--- src/rtl/lbm_divider.sv ---
// ----------------------------------------------------------------------------
// lbm_divider
//   Signed fixed-point divider for the LBM velocity path: computes
//   (dividend * 2^FRAC_BITS) / divisor, truncated toward zero, with saturation
//   and a divide-by-zero flag. It uses a restoring division on magnitudes,
//   producing one quotient bit per clock. The latency is fixed at
//   DATA_WIDTH+FRAC_BITS+1 cycles from the start edge to div_valid.
//
// Ports
//   Clk          : clock, all state changes on the rising edge
//   Reset        : asynchronous active-low reset
//   div_start    : start request; operands are sampled on the same edge (IDLE only)
//   dividend     : signed numerator, two's complement
//   divisor      : signed denominator, two's complement
//   quotient     : signed registered result, held until the next result
//   div_valid    : one-cycle pulse; quotient/div_by_zero are valid while high
//   div_busy     : high in every state except IDLE
//   div_by_zero  : registered flag for the divisor == 0 case
// ----------------------------------------------------------------------------
module lbm_divider #(
    parameter int DATA_WIDTH = 32,
    parameter int FRAC_BITS  = 16
) (
    input  logic                  Clk,
    input  logic                  Reset,
    input  logic                  div_start,
    input  logic [DATA_WIDTH-1:0] dividend,
    input  logic [DATA_WIDTH-1:0] divisor,
    output logic [DATA_WIDTH-1:0] quotient,
    output logic                  div_valid,
    output logic                  div_busy,
    output logic                  div_by_zero
);

    localparam int N  = DATA_WIDTH + FRAC_BITS;   // iterations / quotient bits
    localparam int CW = $clog2(N);

    localparam logic [DATA_WIDTH-1:0] Q_MAX = {1'b0, {(DATA_WIDTH-1){1'b1}}};
    localparam logic [DATA_WIDTH-1:0] Q_MIN = {1'b1, {(DATA_WIDTH-1){1'b0}}};

    typedef enum logic [1:0] {S_IDLE, S_RUN, S_FIX, S_DONE} state_t;

    state_t                  r_state;
    state_t                  w_state_next;
    logic [CW-1:0]           r_cnt;
    // Holds the shifted numerator. Quotient bits shift in from the bottom as
    // numerator bits leave the top, so after N iterations it holds the quotient.
    logic [N-1:0]            r_num;
    logic [DATA_WIDTH-1:0]   r_rem;
    logic [DATA_WIDTH-1:0]   r_den;
    logic                    r_neg;
    logic                    r_dvd_neg;
    logic                    r_dvd_zero;
    logic                    r_zero_div;
    logic [DATA_WIDTH-1:0]   r_quotient;
    logic                    r_dbz;

    logic [DATA_WIDTH-1:0]   w_abs_dvd;
    logic [DATA_WIDTH-1:0]   w_abs_dsr;
    logic [N-1:0]            w_num_init;
    logic [DATA_WIDTH:0]     w_trial;
    logic [DATA_WIDTH:0]     w_diff;
    logic                    w_fits;
    logic                    w_ovf_pos;
    logic                    w_ovf_neg;
    logic [DATA_WIDTH-1:0]   w_q_low;
    logic [DATA_WIDTH-1:0]   w_fix_q;

    // The unsigned magnitude of the most negative value is 2^(DATA_WIDTH-1).
    // That value still fits in DATA_WIDTH unsigned bits, so no extra bit is needed.
    assign w_abs_dvd  = dividend[DATA_WIDTH-1] ? (~dividend + 1'b1) : dividend;
    assign w_abs_dsr  = divisor[DATA_WIDTH-1]  ? (~divisor + 1'b1)  : divisor;
    assign w_num_init = N'(w_abs_dvd) << FRAC_BITS;

    // Restoring step. The partial remainder is always below the divisor, so the
    // trial value needs only one extra bit. The top bit of the difference is the borrow.
    assign w_trial = {r_rem, r_num[N-1]};
    assign w_diff  = w_trial - {1'b0, r_den};
    assign w_fits  = ~w_diff[DATA_WIDTH];

    // A positive result overflows above 2^(DW-1)-1. A negative result may reach
    // exactly 2^(DW-1) in magnitude before it overflows.
    assign w_q_low   = r_num[DATA_WIDTH-1:0];
    assign w_ovf_pos = |r_num[N-1:DATA_WIDTH-1];
    assign w_ovf_neg = (|r_num[N-1:DATA_WIDTH]) |
                       (r_num[DATA_WIDTH-1] & (|r_num[DATA_WIDTH-2:0]));

    always_comb begin
        w_fix_q = w_q_low;
        if (r_zero_div) begin
            if (r_dvd_zero)     w_fix_q = '0;
            else if (r_dvd_neg) w_fix_q = Q_MIN;
            else                w_fix_q = Q_MAX;
        end else if (r_neg) begin
            // Negating a zero magnitude gives 0, so a result of -0 never appears.
            w_fix_q = w_ovf_neg ? Q_MIN : (~w_q_low + 1'b1);
        end else begin
            w_fix_q = w_ovf_pos ? Q_MAX : w_q_low;
        end
    end

    always_ff @(posedge Clk or negedge Reset) begin
        if (!Reset) r_state <= S_IDLE;
        else        r_state <= w_state_next;
    end

    always_comb begin
        w_state_next = r_state;
        case (r_state)
            S_IDLE:  if (div_start) w_state_next = S_RUN;
            S_RUN:   if (r_cnt == CW'(N-1)) w_state_next = S_FIX;
            S_FIX:   w_state_next = S_DONE;
            S_DONE:  w_state_next = S_IDLE;
            default: w_state_next = S_IDLE;
        endcase
    end

    always_ff @(posedge Clk or negedge Reset) begin
        if (!Reset) begin
            r_cnt      <= '0;
            r_num      <= '0;
            r_rem      <= '0;
            r_den      <= '0;
            r_neg      <= 1'b0;
            r_dvd_neg  <= 1'b0;
            r_dvd_zero <= 1'b0;
            r_zero_div <= 1'b0;
            r_quotient <= '0;
            r_dbz      <= 1'b0;
        end else begin
            case (r_state)
                S_IDLE: begin
                    if (div_start) begin
                        r_cnt      <= '0;
                        r_num      <= w_num_init;
                        r_rem      <= '0;
                        r_den      <= w_abs_dsr;
                        r_neg      <= dividend[DATA_WIDTH-1] ^ divisor[DATA_WIDTH-1];
                        r_dvd_neg  <= dividend[DATA_WIDTH-1];
                        r_dvd_zero <= (dividend == '0);
                        r_zero_div <= (divisor == '0);
                    end
                end
                S_RUN: begin
                    r_num <= {r_num[N-2:0], w_fits};
                    r_rem <= w_fits ? w_diff[DATA_WIDTH-1:0] : w_trial[DATA_WIDTH-1:0];
                    r_cnt <= r_cnt + 1'b1;
                end
                S_FIX: begin
                    r_quotient <= w_fix_q;
                    r_dbz      <= r_zero_div;
                end
                default: ;
            endcase
        end
    end

    assign quotient    = r_quotient;
    assign div_by_zero = r_dbz;
    assign div_valid   = (r_state == S_DONE);
    assign div_busy    = (r_state != S_IDLE);

endmodule

--- config.mk ---
export PLATFORM = sky130hd
export DESIGN_NAME = lbm_divider
export DESIGN_NICKNAME = d
export VERILOG_FILES = /design/src/rtl/lbm_divider.sv
export SDC_FILE = /design/constraint.sdc
export NUM_CORES = 1
export LEC_CHECK = 0
export ABC_AREA = 1
export ABC_CLOCK_PERIOD_IN_PS = 2200
export CORE_MARGIN = 2
export CORE_UTILIZATION = 54
export CTS_CLUSTER_DIAMETER = 60
export DETAILED_ROUTE_END_ITERATION = 8
export MAX_ROUTING_LAYER = met4
export PLACE_DENSITY = 0.78
export REMOVE_ABC_BUFFERS = 1
export SYNTH_ARGS = -nofsm -noshare
export SYNTH_HDL_FRONTEND = slang
export SYNTH_SLANG_ARGS = --single-unit
--- constraint.sdc ---
create_clock -name Clk -period 2.2 [get_ports Clk]
set_input_delay 0.33 -clock Clk [delete_from_list [all_inputs] [get_ports Clk]]
set_output_delay 0.33 -clock Clk [all_outputs]
set_load 0.02 [all_outputs]
Word-level counts from Yosys, hierarchy flattened
Index checks and enable logic that the tools add are counted.
{ "word_totals": {"register_bits": 157, "in_bits": 67, "output_inout_bits": 35, "word_cells": 58} }
{ "op_classes": {"n_addsub": 5, "n_eq_ne": 6, "mux": 18, "bitwise": 7, "reduce_logical": 11} }
{ "ops": {"columns": ["op", "count"], "rows": [
  ["32-bit two-way mux", 10],
  ["32-bit by 1-bit adder with 32-bit output (second input constant)", 3],
  ["32-bit NOT", 3],
  ["48-bit case mux with 2 select lines", 1],
  ["32-bit logical NOT", 2],
  ["32-bit case mux with 2 select lines", 1],
  ["48-bit two-way mux", 1],
  ["33-bit by 32-bit subtractor with 33-bit output", 1],
  ["31-bit OR reduction", 1],
  ["17-bit OR reduction", 1],
  ["16-bit OR reduction", 1],
  ["6-bit case mux with 2 select lines", 1],
  ["2-bit case mux with 4 select lines", 1],
  ["6-bit by 1-bit adder with 6-bit output (second input constant)", 1],
  ["6-bit == test (second input constant)", 1],
  ["6-bit two-way mux", 1],
  ["2-bit AND reduction", 3],
  ["2-bit == test (second input constant)", 2],
  ["2-bit two-way mux", 2],
  ["2-bit inequality test (second input constant)", 2],
  ["2-bit nonzero test", 2],
  ["2-bit by 1-bit == test with 1-bit output (second input constant)", 1],
  ["2-bit logical NOT", 1],
  ["1-bit AND", 1],
  ["other kinds (3)", 3]
]} }

Logic depth before layout (Yosys ltp)
{ "logic_depth": {"depth_word": 6, "ltp_mapped": 18, "mapped_depth_nobuf": 18} }

Worst setup path after synthesis
No wires, ideal clock.
{ "synth_timing": {"path_kind": "flip-flop to flip-flop", "from": "reg r_num[47]", "to": "reg r_rem[11]", "setup_time_ps": 118, "t_arrival_ps": 2151, "t_required_ps": 2082, "setup_slack_ps": -69, "path_stages_with_launch": 18, "path_buffers": 1, "period_less_slack_ps": 2269, "cell_sequence": "dfrtp_1 -> inv_1 -> ha_1 -> inv_1 -> fa_1 -> nand3_1 -> nand3_2 -> nand2_1 -> nand2_2 -> nand2_1 -> nand2_2 -> nand2_4 -> nand3_2 -> nand2_2 -> buf_4 -> nand2_1 -> nand3_1 -> nand2_1"} }
{ "synth_via": {"elab_chain_cells": 3} }
{ "synth_rtl": {"columns": ["item", "line", "text"], "rows": [
  ["start: declaration", "48", "logic [N-1:0] r_num;"],
  ["start signal: assignment", "135", "r_num <= w_num_init;"],
  ["start signal: assignment", "145", "r_num <= {r_num[N-2:0], w_fits};"],
  ["33-bit by 32-bit subtractor with 33-bit output", "78", "assign w_diff = w_trial - {1'b0, r_den};"],
  ["32-bit two-way mux", "146", "r_rem <= w_fits ? w_diff[DATA_WIDTH-1:0] : w_trial[DATA_WIDTH-1:0];"],
  ["32-bit case mux with 2 select lines", "131", "case (r_state)"],
  ["end signal: assignment", "146", null],
  ["end: declaration", "49", "logic [DATA_WIDTH-1:0] r_rem;"]
]} }
No other way between the ends.
A chain may end at the register's enable or synchronous reset.

Worst setup path in the final report
{ "layout_timing": {"from": "reg r_num[47]", "to": "reg r_rem[26]"} }
The elaborated chain is that of the path after synthesis.

==> results.cfg <==
[drt]
avgViaCountPerCell = 5.393
drt-wirelength-per-cell_um = 15.20
finalWirelength_um = 38290
dr.pass1.iters = 5
drc = 0
postRouteAntennaNets = 0
vias = 13590
drt_iter0_drc = 963

[worst_setup_path]
reg2reg_slack_ns = -0.03
r2r-start = r_num[47]$_DFFE_PN0P_
crit_path_cell_trace = inv_2 > ha_4 > inv_2 > fa_2 > nand3_2 > nand3_2 > nand2_1 > nand2_2 > nand2_2 > nand2_4 > nand2_8 > nand2_8 > nand2_8 > buf_6 > nand3_4 > nand2_1 > nand2_1 > nand2_1
cp_common_cell = nand2_1
critPathMaxStageDelay_ns = 0.40
crit_type = reg2reg
path_delay_family = simple AND/OR/NAND/NOR gates
crit_fanout = 8
cp-start-kind = flip-flop
reg2regPathDepth = 18
worstPathRequired_ns = 2.58
critPathBufInv = 3
slowest_stage = dfrtp_1
endpoint_kind = flip-flop
crit_arrival_ns = 2.61
r2r-end = r_rem[26]$_DFFE_PN0P_

[min_path]
min-delay-path-class = in2async

[sta]
grt_setup_unrepaired = true
min_period_ns = 2.234
clock_skew_ns = 0.01013
worst_pin_slew_ns = 0.5015
setup_viol_count_final = 9
maxSlewViolCount = 0
hold_violations = 0
slew_headroom_pct = 66.53
fin_ws_ns = -0.03357
timing.fmax_mhz = 447.7
post-route-period-util_pct = 101.5

[floorplan]
die-area_mm2 = 0.02461
start_util_pct = 55.40
die_h_um = 156.9
rows = 55
die_w_um = 156.9
top_level_ports = 102
core_region_area_mm2 = 0.02278

[power_and_ir_drop]
p_leak_nw = 8.153
pwr_density_cell_mw_per_mm2 = 1660
max-vdd-ir-drop_v = 0.0008125

[synth]
synth-edff-count = 0
synthTopCellsByArea = dfrtp_1 (31%), nand2_1 (19%), inv_1 (9.2%)
synth_top_area_share_pct = 31.14
postSynthAreaPerCell_um2 = 6.207
synth_top_area_cell = dfrtp_1
yosysWarnings = 0
syn_area_mm2 = 0.01262
synth_seq_area_share_pct = 31.14
async_reset_ff_share_pct = 100.0
synth_ff_type = dfrtp_1
synth-seq-cells = 157
synthCells = 2033
netlist-cell-type-count = 45

[place]
placed_cells = 2479
dp_hpwl_um = 28180
port_buffers = 101
routabilityCongestion = 0.9480

[finish]
final_cell_mix = nand2_1 (618), inv_1 (307), nor2_1 (209), dfrtp_1 (157), nand3_1 (135)
layout-drive-gt1-share_pct = 11.87
mostFrequentLayoutCell = nand2_1
final_nets = 2302
antenna_cells = 0
layout.cells.non_filler = 2520
post-route-util_pct = 69.63
syn2layout_area_growth_pct = 25.69

[global_route]
grt_pass1_wl_um = 61500
grt_antenna_before_repair = 0
grt_util_all_layers_pct = 32.17
grt_pass1_vias = 12930
grt-ovfl-total = 0
grt_max_degree = 61

[status]
violations = setup timing
outcome = complete, but fails checks

[clock_network]
clk_path_buf_depth = 2
numCtsBuffers = 17
cts.sinks = 157
clk_pin_slew_ns = 0.07
h-tree-depth = 4
clkLatencyLatePin_ns = 0.45
root_buffer = clkbuf_16
cts_tree = done

[flow_run]
cap_viol_max_count = 0
synthesized netlist by cell type (all sizes together), types with 8 or more instances:
master	instances
buf	22
dfrtp	157
nand3b	8
o21ai	158
o22ai	19
nand3	158
xnor2	11
nor2	230
xor2	46
clkbuf	44
nand4	30
nand2	647
nor3	13
inv	314
ha	40
o211ai	14
a21oi	93
registers in the layout (all words and copies together) (netlist names):
register     cells
div_by_zero      1
quotient        32
r_cnt            6
r_den           32
r_dvd_neg        1
r_dvd_zero       1
r_neg            1
r_num           48
r_rem           32
r_state          2
r_zero_div       1
repair_timing:
item                                    4_1_cts  5_1_grt
gates resized for setup                      40       71
endpoints found under the hold margin        39        0
hold buffers                                  1        0
gates cloned                                  1        0
endpoints found under the setup margin       36       44
setup buffers                                 6        2
pin swaps                                    19       13
cell type report:
cell class	count	area [µm²]
Clock buffer	18	429.2
Clock inverter	14	172.7
Fill cell	1953	6918
Inverter	318	1194
Multi-Input combinational cell	1492	7789
Sequential cell	157	3929
Tap cell	313	391.6
Timing Repair Buffer	208	1956
per-layer routing:
layer  part of all wire [%]  vias to the layer above  global-route usage, %
met5                      0                        -                      -
met4                    4.1                        0                  14.85
met3                    5.5                      116                  3.905
met2                     49                      480                  54.49
met1                     42                     6242                  38.29
li1                       -                     6752                      -
cells by family (layout without fill, tap and decap cells):
| family | Yosys count | count (layout) | synth area share (%) |
|---|---|---|---|
| simple gates | 1103 | 1103 | 36.76 |
| fa+ha+maj | 41 | 41 | 4.125 |
| xor+xnor | 57 | 57 | 3.956 |
| buf+inv | 384 | 558 | 11.76 |
| compound gates | 291 | 291 | 12.27 |
| flops | 157 | 157 | 31.14 |
report_power, final:
| part | switching [mW] | internal (mW) | leakage [nW] |
|---|---|---|---|
| registers | 1.03 | 4.13 | 1.93 |
| logic | 11.1 | 6.95 | 5.94 |
| clock network | 1.40 | 1.72 | 0.290 |
| total | 13.5 | 12.8 | 8.15 |
worst max-delay path by stage:
| stage | from | endpoint | depth (start not counted) |
|---|---|---|---|
| after CTS | r_num[47]$_DFFE_PN0P_ | r_rem[25]$_DFFE_PN0P_ | 18 |
| after floorplan | r_state[1]$_DFFE_PN0P_ | r_num[31]$_DFFE_PN0P_ | 8 |
| final | r_num[47]$_DFFE_PN0P_ | r_rem[26]$_DFFE_PN0P_ | 18 |
| after global placement | divisor[0] | r_den[20]$_DFFE_PN0P_ | 11 |
| after detailed placement | r_num[47]$_DFFE_PN0P_ | r_rem[24]$_DFFE_PN0P_ | 17 |
| after global routing | r_num[47]$_DFFE_PN0P_ | r_rem[16]$_DFFE_PN0P_ | 16 |
stage by stage:
step | setup WS [ns] | total power, mW | TNS [ns] | cell area [µm²] | hold WS, ns
floorplan | -2.661 | 15.49 | -186.95 | 12330 | 0.03441
global placement | -0.09259 | 20.57 | -1.723 | 14570 | 0.2707
detailed placement | -0.1603 | 20.98 | -4.474 | 14570 | 0.2720
CTS | -0.03927 | 25.07 | -0.2033 | 15510 | 0.3740
global route | -0.1560 | 28.58 | -3.354 | 15860 | 0.3998
finish | -0.03357 | 26.32 | -0.1632 | 15860 | 0.3554
(Power assumes the default switching activity.)
